File: config.mk
export PLATFORM = sky130hd
export DESIGN_NAME = fp_round_pack_pipe
export DESIGN_NICKNAME = d
export VERILOG_FILES = /design/src/rtl/fp_round_pack_pipe.sv
export SDC_FILE = /design/constraint.sdc
export NUM_CORES = 1
export LEC_CHECK = 0
export ABC_CLOCK_PERIOD_IN_PS = 5400
export BUFFER_PORTS_ARGS = -buffer_cell sky130_fd_sc_hd__buf_4
export CAP_MARGIN = 10
export CORE_ASPECT_RATIO = 0.9
export CORE_UTILIZATION = 35
export CTS_CLUSTER_DIAMETER = 80
export DETAILED_ROUTE_END_ITERATION = 7
export PLACE_DENSITY = 0.63
export SETUP_SLACK_MARGIN = 0.02
export SLEW_MARGIN = 5
export SYNTH_ARGS = -nofsm -noshare
export SYNTH_HDL_FRONTEND = slang
export SYNTH_SLANG_ARGS = --single-unit
File: constraint.sdc
create_clock -name clk -period 5.4 [get_ports clk]
set_input_delay 0 -clock clk [delete_from_list [all_inputs] [get_ports clk]]
set_output_delay 0 -clock clk [all_outputs]
set_load 0.02 [all_outputs]
File: src/rtl/fp_round_pack_pipe.sv
// Two-stage IEEE-style round-and-pack pipeline: S1 picks the rounding increment and adds it
// to the fraction, S2 renormalises, range-checks, packs and registers the result.
module fp_round_pack_pipe #(
  parameter int EXP_W  = 8,
  parameter int FRAC_W = 23
) (
  input  logic                      clk,
  input  logic                      rst_n,
  input  logic                      in_valid,
  output logic                      in_ready,
  input  logic                      in_sign,
  input  logic [EXP_W+1:0]          in_exp,
  input  logic [FRAC_W-1:0]         in_frac,
  input  logic                      in_guard,
  input  logic                      in_round,
  input  logic                      in_sticky,
  input  logic [1:0]                in_class,
  input  logic [1:0]                in_rmode,
  output logic                      out_valid,
  input  logic                      out_ready,
  output logic [EXP_W+FRAC_W:0]     out_data,
  output logic [2:0]                out_flags
);

  localparam int XW = EXP_W + 3;

  typedef enum logic [1:0] {CLS_NORMAL = 2'b00, CLS_ZERO = 2'b01, CLS_INF = 2'b10, CLS_NAN = 2'b11} cls_e;
  typedef enum logic [1:0] {RM_RNE = 2'b00, RM_RTZ = 2'b01, RM_RUP = 2'b10, RM_RDN = 2'b11} rmode_e;

  localparam logic [EXP_W-1:0]        EXP_ONES  = '1;
  localparam logic [EXP_W-1:0]        EXP_MAXF  = {{(EXP_W-1){1'b1}}, 1'b0};
  localparam logic [FRAC_W-1:0]       FRAC_ONES = '1;
  localparam logic [FRAC_W-1:0]       FRAC_QNAN = {1'b1, {(FRAC_W-1){1'b0}}};
  localparam logic signed [XW-1:0]    EXP_MAX   = XW'((1 << EXP_W) - 2);
  localparam logic signed [XW-1:0]    EXP_MIN   = XW'(1);

  logic stall;
  logic advance;

  assign stall    = out_valid & ~out_ready;
  assign advance  = ~stall;
  // Forced high while in reset so upstream never sees a stall from stale output state.
  assign in_ready = ~rst_n | advance;

  // ---------------- Stage 1: increment and fraction add ----------------
  logic              grs;
  logic              inc;
  logic [FRAC_W:0]   frac_sum;

  assign grs = in_guard | in_round | in_sticky;

  // NOTE: combinational blocks use blocking '=' and assign every output a default first,
  // so no latch is inferred when a case arm leaves a signal untouched.
  always_comb begin
    inc = 1'b0;
    case (rmode_e'(in_rmode))
      RM_RNE: inc = in_guard & (in_frac[0] | in_round | in_sticky);
      RM_RTZ: inc = 1'b0;
      RM_RUP: inc = ~in_sign & grs;
      RM_RDN: inc = in_sign & grs;
      default: inc = 1'b0;
    endcase
  end

  assign frac_sum = {1'b0, in_frac} + {{FRAC_W{1'b0}}, inc};

  logic              s1_valid;
  logic              s1_sign;
  logic [EXP_W+1:0]  s1_exp;
  logic [FRAC_W:0]   s1_frac_sum;
  logic              s1_grs;
  cls_e              s1_class;
  rmode_e            s1_rmode;

  // NOTE: sequential state uses non-blocking '<='. Only the valid bits are reset; the payload
  // registers are qualified by valid and carry no reset, keeping the datapath flops cheap.
  always_ff @(posedge clk) begin
    if (!rst_n) begin
      s1_valid <= 1'b0;
    end else if (advance) begin
      s1_valid <= in_valid;
    end
  end

  always_ff @(posedge clk) begin
    if (advance && in_valid) begin
      s1_sign     <= in_sign;
      s1_exp      <= in_exp;
      s1_frac_sum <= frac_sum;
      s1_grs      <= grs;
      s1_class    <= cls_e'(in_class);
      s1_rmode    <= rmode_e'(in_rmode);
    end
  end

  // ---------------- Stage 2: exponent adjust, range check, pack ----------------
  logic                     carry;
  logic [FRAC_W-1:0]        frac_r;
  logic signed [XW-1:0]     exp_r;
  logic                     ovf;
  logic                     unf;
  logic                     to_inf;
  logic [EXP_W+FRAC_W:0]    res_data;
  logic [2:0]               res_flags;

  assign carry  = s1_frac_sum[FRAC_W];
  assign frac_r = carry ? '0 : s1_frac_sum[FRAC_W-1:0];
  assign exp_r  = $signed({s1_exp[EXP_W+1], s1_exp}) + $signed({{(XW-1){1'b0}}, carry});
  assign ovf    = exp_r > EXP_MAX;
  assign unf    = exp_r < EXP_MIN;

  // Overflow saturates to infinity only when the rounding direction points away from zero.
  assign to_inf = (s1_rmode == RM_RNE) ||
                  (s1_rmode == RM_RUP && !s1_sign) ||
                  (s1_rmode == RM_RDN && s1_sign);

  always_comb begin
    res_data  = '0;
    res_flags = '0;
    case (s1_class)
      CLS_ZERO: res_data = {s1_sign, {EXP_W{1'b0}}, {FRAC_W{1'b0}}};
      CLS_INF:  res_data = {s1_sign, EXP_ONES, {FRAC_W{1'b0}}};
      CLS_NAN:  res_data = {1'b0, EXP_ONES, FRAC_QNAN};
      default: begin
        if (ovf) begin
          res_flags = 3'b101;
          res_data  = to_inf ? {s1_sign, EXP_ONES, {FRAC_W{1'b0}}}
                             : {s1_sign, EXP_MAXF, FRAC_ONES};
        end else if (unf) begin
          res_flags = 3'b011;
          res_data  = {s1_sign, {EXP_W{1'b0}}, {FRAC_W{1'b0}}};
        end else begin
          res_flags = {2'b00, s1_grs};
          res_data  = {s1_sign, exp_r[EXP_W-1:0], frac_r};
        end
      end
    endcase
  end

  always_ff @(posedge clk) begin
    if (!rst_n) begin
      out_valid <= 1'b0;
      out_data  <= '0;
      out_flags <= '0;
    end else if (advance) begin
      out_valid <= s1_valid;
      if (s1_valid) begin
        out_data  <= res_data;
        out_flags <= res_flags;
      end
    end
  end

endmodule

==> results by stage, run 1 <==
Placement:
- The post-place setup slack is 2280 ps.
- The final weighted congestion of routability-driven global placement is 0.844.
- In this run, placement finished with an instance count of 539.
- Buffers placed on the I/O ports in this run total 81.
- The HPWL after detailed placement is 6.01 mm.

Worst hold path:
- The worst hold path was traced through 2 stages.
- The worst hold path terminates at s1_frac_sum[21].
- The critical hold path startpoint is in_frac[21].
- The path class of the tightest hold or removal check is primary input to flop.

Pwr:
- The switching power share of the total is 25.1%.
- The power spent charging and discharging nets is 349 uW.
- The leakage component of the power is 0.00190 uW.
- The worst-case IR drop observed on VDD is between 0.1 and 0.15 mV.
- Per report_power, the combinational group accounts for 12.2% of the total.
- The part of the power in registers is 47.8%.
- Dividing total power by cell area gives a power density of 275 nW/um^2.
- Per report_power, the clock group accounts for approximately 40% of the total.
- The internal portion of the total power is between 1000 and 1500 uW.

Global routing:
- The first global-routing pass estimated 14.2 mm of wire.
- The number of global-route vias before repair was 2,960.
- Across every metal layer, demand over resource in global routing totals 16.2%.
- Global routing used 20.7% of the available met1 tracks.
- The maximum number of pins on one net before global-route repair is 42.
- For this run, global-route usage on met3 was measured as 2.84%.
- The global-route track usage on met2 is 27.4%.
- The number of antenna violations at the first check in global routing is 0.
- The global-route layer with the greatest usage is met2.
- The total congestion overflow is 0.

Routing:
- The antenna violation net count after detailed routing is 0.
- The detailed-route wire length is around 8.6 mm.
- After detailed routing, the average wire length per cell comes to 14.5 microns.
- The post-route DRC violation count is 9.
- Before antenna repair, the detailed router went through 6 iterations.
- Across all layers, the routed design uses roughly 3,000 vias.
- In the routed layout, each cell is associated on average with a via count of 5.05.
- After the first detailed-routing iteration, the DRC count stood at 121.

Synth:
- In this run, synthesis inferred 40 flip-flops with an integrated enable.
- By area the synthesized netlist is led by sky130_fd_sc_hd__edfxtp_1 (32%), sky130_fd_sc_hd__dfxtp_1 (20%), sky130_fd_sc_hd__o31ai_2 (6.7%).
- In the synthesized netlist, the number of instances is 348.
- The mean cell area of the mapped netlist is 10.8 sq um.
- During synthesis, Yosys emitted a total of 0 warnings.
- The number of register bits inferred by synthesis is 77.
- The synthesized netlist contains 51 unique library cells.
- The fraction of post-synthesis cell area in the top cell type by area is roughly 32%.
- The number of nets in the synthesized netlist is 397.
- The most used flip-flop cell after synthesis is sky130_fd_sc_hd__edfxtp_1.
- After synthesis, the share of flip-flops with an asynchronous set or reset is 0%.
- For this run, the register share of the synthesized area comes to approximately half.
- The cell type with the largest total area after synthesis is sky130_fd_sc_hd__edfxtp_1.
- The total standard cell area after synthesis is 3740 sq um.

STA:
- After layout, the worst path uses 57.6% of the clock period.
- The actual slew at the worst max-slew pin is 1130 ps.
- The count of final setup violators is 0.
- Across all setup checks in the final design, the least slack found is roughly 2300 ps.
- For the finished layout, the period the worst path requires is between 3000 and 4000 ps.
- The hold violation total from the final report is 0.
- The fmax is around 320 MHz.
- The smallest hold slack is 13.9 ps.
- The max-slew headroom at the worst pin is 24.3%.
- Setup total negative slack on the finished layout was measured at 0 ps.
- The total count of max-transition violations in the final report is 0.
- Setup repair after global routing left no endpoint under its margin.
- Across the routed clock network, the largest skew measured is 10.3 ps.

Clock tree:
- The clock net in this run drives a total of 77 sinks.
- The post-cts repair resize count is 0.
- Clock tree synthesis selected as its root buffer the cell sky130_fd_sc_hd__clkbuf_16.
- The TritonCTS clock tree is yes.
- After clock tree synthesis, the clock-pin slew on the worst setup and hold paths is 60 ps.
- The H-tree generated during clock tree synthesis spans 3 levels.
- Clock latency on the worst-skew pair, taken at its later pin, is about 330 ps.
- The number of setup buffers added after CTS is 0.
- No sink is reached through more buffers than the 2 on the longest clock path.
- TritonCTS created 9 clock buffers.

Setup path:
- The worst register-to-register path has a setup slack of 2290 ps.
- The worst path arrival time is 3350 ps.
- The endpoint kind of the worst setup timing path is a flop.
- The required time reported for the critical path endpoint is 5640 ps.
- In this run the critical register-to-register path is captured at out_data[26].
- The critical path start-end classification is flop to flop.
- The critical register-to-register path startpoint is s1_frac_sum[23].
- The highest net fanout along the worst path is 26.
- Tracing the worst setup path back leads to its startpoint at s1_frac_sum[23].
- The nature of the critical path startpoint is a flop.
- The logic depth of the worst register-to-register path is 9.

Cells and area:
- The multi-input combinational cells in the finished layout cover a total of 1650 sq um.
- The number of antenna diodes in the final layout is 0.
- The area growth from synthesis to layout is 35.4%.
- Cells with a size suffix above 1 make up 28.5% of the layout.
- Leaving out filler cells and counting taps, the final layout contains 595.
- The fraction of the core area covered by cells at the end of the flow is 49.0%.
- Registers take a little under 2000 sq um.
- The number of nets in the layout is between 500 and 600.
- The number of filler instances in the final layout is 972.

Floorplan:
- The total area inside the core boundary comes to roughly 10,000 sq um.
- The floorplan has 35 rows.
- The starting utilization of the core area is 36.2%.
- The die boundary height is 100 microns.
- The die is 111 microns wide.
- The floorplan step defined a die boundary enclosing 11,100 sq um.
- 82 I/O pins were placed.

Run:
- Max-cap violations in this run came to 0.

Run status:
- The checks that failed: DRC.
- The flow ran to the end, but the final reports show violations.
-- worst max path at each step --
stage,endpoint,slack [ps],depth (start not counted)
finish,out_data[26],2290,9
global route,out_data[25],2070,9
CTS,out_data[26],2280,9
detailed placement,out_data[26],2280,9
global placement,out_data[25],2510,9
floorplan,out_data[10],3000,10
-- power groups by stage --
stage | registers [uW] | clock network, uW | logic [uW]
2_1_floorplan | 680 | 0 | 84.4
3_3_place_gp | 677 | 0 | 144
3_5_place_dp | 678 | 0 | 147
4_1_cts | 666 | 569 | 170
5_1_grt | 669 | 589 | 186
6_report | 666 | 556 | 170
-- logic make-up (layout without fill, tap and decap cells) --
family	Yosys count	in the layout	share of synthesized area (%)
XOR/XNOR	27	27	6.32
multiplexers	4	4	1.20
adder cells (fa/ha/maj)	4	4	1.34
AO/OA/AOI/OAI	79	79	16.3
buffers and inverters	24	142	4.01
AND/OR/NAND/NOR	133	133	18.9
flip-flops	77	77	51.9
-- area by class of cell --
class | count | share of cell area (%)
multi-input cells | 247 | 32.6
well taps | 129 | 3.19
clock buffers | 9 | 4.45
clock inverters | 7 | 1.06
repair buffers | 122 | 20.1
flip-flops and latches | 77 | 38.3
inverters | 4 | 0.297
-- through the flow --
step | total power (uW) | instance area [sq um]
after global placement | 821 | 4380
after global routing | 1440 | 5060
final | 1390 | 5060
after CTS | 1410 | 5060
after detailed placement | 825 | 4380
after floorplan | 764 | 3740
-- Yosys cell counts, drive strengths merged (3+ instances only) --
master	instances
nand3	41
edfxtp	40
dfxtp	37
a21oi	32
nor2	27
o31ai	23
nand2	21
xnor2	19
clkbuf	11
o21ai	10
buf	9
nor3	9
xor2	8
nand4	7
a211oi	6
and3	5
or3	5
and2	4
ha	4
inv	3
mux2i	3
nor2b	3
-- critical path, stage by stage (launching register included) --
cell	delay, ps
sky130_fd_sc_hd__edfxtp_1	350
sky130_fd_sc_hd__ha_1	220
sky130_fd_sc_hd__ha_1	340
sky130_fd_sc_hd__and4_2	310
sky130_fd_sc_hd__nand4_1	120
sky130_fd_sc_hd__a32oi_1	290
sky130_fd_sc_hd__and2_1	170
sky130_fd_sc_hd__a31o_1	770
sky130_fd_sc_hd__nor3_2	170
sky130_fd_sc_hd__a211oi_1	280
-- placed cells by master, fill, tap and decap left out, types with 2 or more instances in the layout --
master / Yosys / routed
sky130_fd_sc_hd__buf_4: 1 / 82
sky130_fd_sc_hd__nand3_1: 40 / 40
sky130_fd_sc_hd__dlygate4sd3_1: 0 / 40
sky130_fd_sc_hd__edfxtp_1: 40 / 40
sky130_fd_sc_hd__dfxtp_1: 37 / 37
sky130_fd_sc_hd__a21oi_1: 31 / 31
sky130_fd_sc_hd__nor2_1: 26 / 26
sky130_fd_sc_hd__nand2_1: 21 / 21
sky130_fd_sc_hd__o31ai_2: 20 / 20
sky130_fd_sc_hd__xnor2_1: 19 / 19
sky130_fd_sc_hd__o21ai_0: 10 / 10
sky130_fd_sc_hd__clkbuf_16: 0 / 9
sky130_fd_sc_hd__xor2_1: 8 / 8
sky130_fd_sc_hd__nor3_1: 7 / 7
sky130_fd_sc_hd__nand4_1: 7 / 7
sky130_fd_sc_hd__or3_1: 5 / 5
sky130_fd_sc_hd__a211oi_1: 5 / 5
sky130_fd_sc_hd__and3_1: 4 / 4
sky130_fd_sc_hd__ha_1: 4 / 4
sky130_fd_sc_hd__inv_6: 0 / 4
sky130_fd_sc_hd__inv_1: 3 / 3
sky130_fd_sc_hd__nor2b_1: 3 / 3
sky130_fd_sc_hd__mux2i_1: 3 / 3
sky130_fd_sc_hd__and2_1: 4 / 3
sky130_fd_sc_hd__o31ai_1: 3 / 3
sky130_fd_sc_hd__nand2b_1: 2 / 2
sky130_fd_sc_hd__nor4b_1: 2 / 2
sky130_fd_sc_hd__nor3_2: 2 / 2
-- timing repair --
item | 4_1_cts | 5_1_grt
endpoints found under the hold margin | 39 | 0
endpoints found under the setup margin | 0 | 0
hold buffers | 40 | 0
-- state kept, by name (all words and copies together) (netlist names) --
register	count
s1_class	2
out_flags	3
out_data	32
s1_rmode	2
s1_frac_sum	24
s1_valid	1
s1_grs	1
s1_exp	10
s1_sign	1
out_valid	1
-- metal layers --
layer / wire length, microns / vias to the layer above
li1: - / 1520
met1: 3930 / 1398
met2: 4160 / 76
met3: 353 / 13
met4: 172 / 0
met5: 0 / -
(Power assumes the default switching activity.)
==> run 2, diff against run 1 <==
- ABC_CLOCK_PERIOD_IN_PS: 5400 -> 3200
- clock period: 5.4 -> 3.2 ns (I/O delays scaled with it)
==> results by stage, run 2 (same netlist as run 1, synthesis figures left out) <==
Clock tree:
- The H-tree depth is 3.
- Clock tree synthesis selected as its root buffer the cell sky130_fd_sc_hd__clkbuf_16.
- TritonCTS built the clock tree.
- After clock tree synthesis, the clock-pin slew on the worst setup and hold paths is 60 ps.
- Clock tree synthesis found a total of 77 sinks.
- The number of clock buffers added by TritonCTS is 9.
- The source-to-sink clock delay at the later pin of the worst-skew pair is 330 ps.
- The clock tree buffer depth is 2.

Routing:
- The average vias per placed instance is just over 5.
- In this run the remaining antenna-violating nets after routing total 0.
- For this run, the detailed router's first-pass iteration total came to 6.
- Summed over all layers, the routed wires come to 8.54 mm.
- The final routed wire length divided by cell count is between 10 and 15 microns.
- In the routed design, unresolved DRC markers number 8.
- The number of DRC markers after the initial detailed-route iteration is 126.
- The final route contains 3,015 vias.

Floorplan:
- Measured along the x axis, the die boundary spans 111 microns.
- The area of the die is 11,100 sq um.
- The number of placed I/O pins is 82.
- The number of placement rows is 35.
- The total core area is 10,300 sq um.
- The die boundary height is 100 microns.
- The initial utilization of the core area, before any placement, comes to 36.2%.

Run status:
- The final reports fail on DRC.
- The flow ran to the end, but the final reports show violations.

Cells and area:
- Leaving out fill and tap cells, the most frequent cell in the layout is sky130_fd_sc_hd__buf_4.
- In the layout the commonest cells are sky130_fd_sc_hd__buf_4 (85), sky130_fd_sc_hd__nand3_1 (40), sky130_fd_sc_hd__edfxtp_1 (40).
- In the final layout, the registers with the most flip-flops are out_data (32), s1_frac_sum (24), s1_exp (10).
- The fraction of final layout cells with drive strength greater than 1 is 29.2%.
- In the final design database the tool counted approximately 510 nets.
- The register with the most flip-flops in the layout has 32 of them.
- The final antenna diode count is 0.
- More flip-flops sit in one register than any other, and that register is out_data.
- Measured on the finished design, the core utilization comes to between 40 and 50%.
- The number of filler instances in the final layout is 928.
- The area growth from synthesis to layout is 36.4%.

STA:
- Subtracting the final worst setup slack from the clock period gives 2960 ps.
- The worst path uses 92.5% of the clock period.
- Adding up every negative setup slack in the final design gives 0 ps.
- The total count of max-transition violations in the final report is 0.
- Setup violations remaining at the end of the flow were counted as 0.
- The max-slew headroom at the worst pin is 37.7%.
- Clock skew on the completed layout was measured at 6.04 ps.
- For this run, the top clock speed supported by timing is 338 MHz.
- The actual slew at the worst max-slew pin is 935 ps.
- The hold violation total from the final report is 0.
- The minimum setup slack in the final design is approximately 240 ps.
- Setup repair after global routing left no endpoint under its margin.

Global routing:
- The number of global-route vias before repair is about 2,900.
- Summed over all layers, the global routing overflow is 0.
- The first-pass GRT wire length is 13.9 mm.
- The number of antenna violations at the first check in global routing came to 0.
- Global routing used 16.0% of the available tracks.
- Entering global routing, the biggest net connects 42 pins.

Setup path:
- Along the worst path, the maximum fanout reaches 12.
- For flop-to-flop paths, the worst setup slack is ~240 ps.
- Data on the critical path arrives at its endpoint at around 3200 ps.
- The endpoint kind of the worst setup timing path is a flop.
- The critical path start-end classification is flop to flop.
- The worst register-to-register path has a depth of 10.
- The required time reported for the critical path endpoint is 3440 ps.
- The nature of the critical path startpoint is a flop.
- In this run the critical register-to-register path is launched from s1_frac_sum[23].
- The worst register-to-register path ends at out_data[1].

Run:
- The max-cap check violation count is 0.

Worst hold path:
- The path class of the tightest hold or removal check is primary input to flop.
- The critical hold path startpoint is in_frac[18].
- The capture endpoint of the worst hold path is s1_frac_sum[18].
- The number of cells on the worst hold path is 2.

Placement:
- At the end of routability-driven placement, the weighted congestion stood at around 0.84.
- The post-place setup slack is 261 ps.
- The wire-length estimate of the detail-placed layout is a little under 6 mm.
- The count of buffers inserted at the top-level ports is 81.

Pwr:
- The leakage component of the power is 0.00192 uW.
- The worst supply voltage drop on vdd is 0.231 mV.
- Dividing total power by cell area gives a power density of roughly 460 nW/um^2.
## run 2: changes by cell type in the layout (fill, tap and decap cells not counted)
cell / before / now
sky130_fd_sc_hd__buf_12: 0 / 1
sky130_fd_sc_hd__dlygate4sd3_1: 40 / 39
sky130_fd_sc_hd__inv_6: 4 / 2
sky130_fd_sc_hd__clkinv_4: 0 / 2
sky130_fd_sc_hd__inv_4: 1 / 0
sky130_fd_sc_hd__buf_4: 82 / 85
sky130_fd_sc_hd__inv_8: 0 / 1
## run 2: layout make-up
class | count | area, sq um | area share, %
Multi-Input combinational cell | 247 | 1650 | 32.4
Timing Repair Buffer | 125 | 1050 | 20.6
Clock buffer | 9 | 225 | 4.42
Clock inverter | 7 | 58.8 | 1.15
Tap cell | 129 | 161 | 3.16
Inverter | 4 | 15.0 | 0.294
Sequential cell | 77 | 1940 | 38.1
## run 2: metal layers
metal / global-route usage, % / vias up / wire [microns]
met5: 0 / - / 0
met4: 8.01 / 0 / 107
met3: 3.08 / 12 / 369
met2: 26.2 / 85 / 4050
met1: 20.4 / 1390 / 4020
li1: - / 1528 / -
## run 2: worst max path at each step
stage | startpoint | to | cells after the start
5_1_grt | s1_frac_sum[23] | out_data[0] | 9
6_report | s1_frac_sum[23] | out_data[1] | 10
4_1_cts | s1_frac_sum[23] | out_data[1] | 10
3_3_place_gp | s1_frac_sum[23] | out_data[1] | 10
3_5_place_dp | s1_frac_sum[23] | out_data[1] | 10
2_1_floorplan | s1_frac_sum[23] | out_data[10] | 10
## run 2: worst max-delay path, stage by stage, from the launching register on
cell,delay (ps)
sky130_fd_sc_hd__edfxtp_1,400
sky130_fd_sc_hd__ha_1,250
sky130_fd_sc_hd__ha_1,310
sky130_fd_sc_hd__and4_2,310
sky130_fd_sc_hd__nand2_1,100
sky130_fd_sc_hd__nor2_1,50
sky130_fd_sc_hd__mux2_4,280
sky130_fd_sc_hd__a21oi_2,250
sky130_fd_sc_hd__o211ai_2,390
sky130_fd_sc_hd__buf_12,300
sky130_fd_sc_hd__o31ai_1,220
## run 2: stage by stage
stage / area [sq um] / instances / power, uW / hold slack [ps]
floorplan: 3740 / 348 / 1290 / 98.9
global placement: 4430 / 543 / 1390 / 179
global route: 5100 / 598 / 2460 / 0.164
finish: 5100 / 598 / 2370 / 2.62
detailed placement: 4430 / 543 / 1400 / 179
CTS: 5100 / 598 / 2390 / 5.00
## run 2: timing repair
item / CTS / global route
endpoints found under the hold margin: 38 / 0
resized for setup: 0 / 0
hold buffers: 39 / 0
buffers inserted: 0 / 0
## run 2: report_power, final
part / total (uW) / switching (uW) / internal, uW / leakage, uW
sequential: 1120 / 32.0 / 1090 / 0.000688
clock: 958 / 421 / 537 / 0.000138
combinational: 289 / 152 / 136 / 0.00110
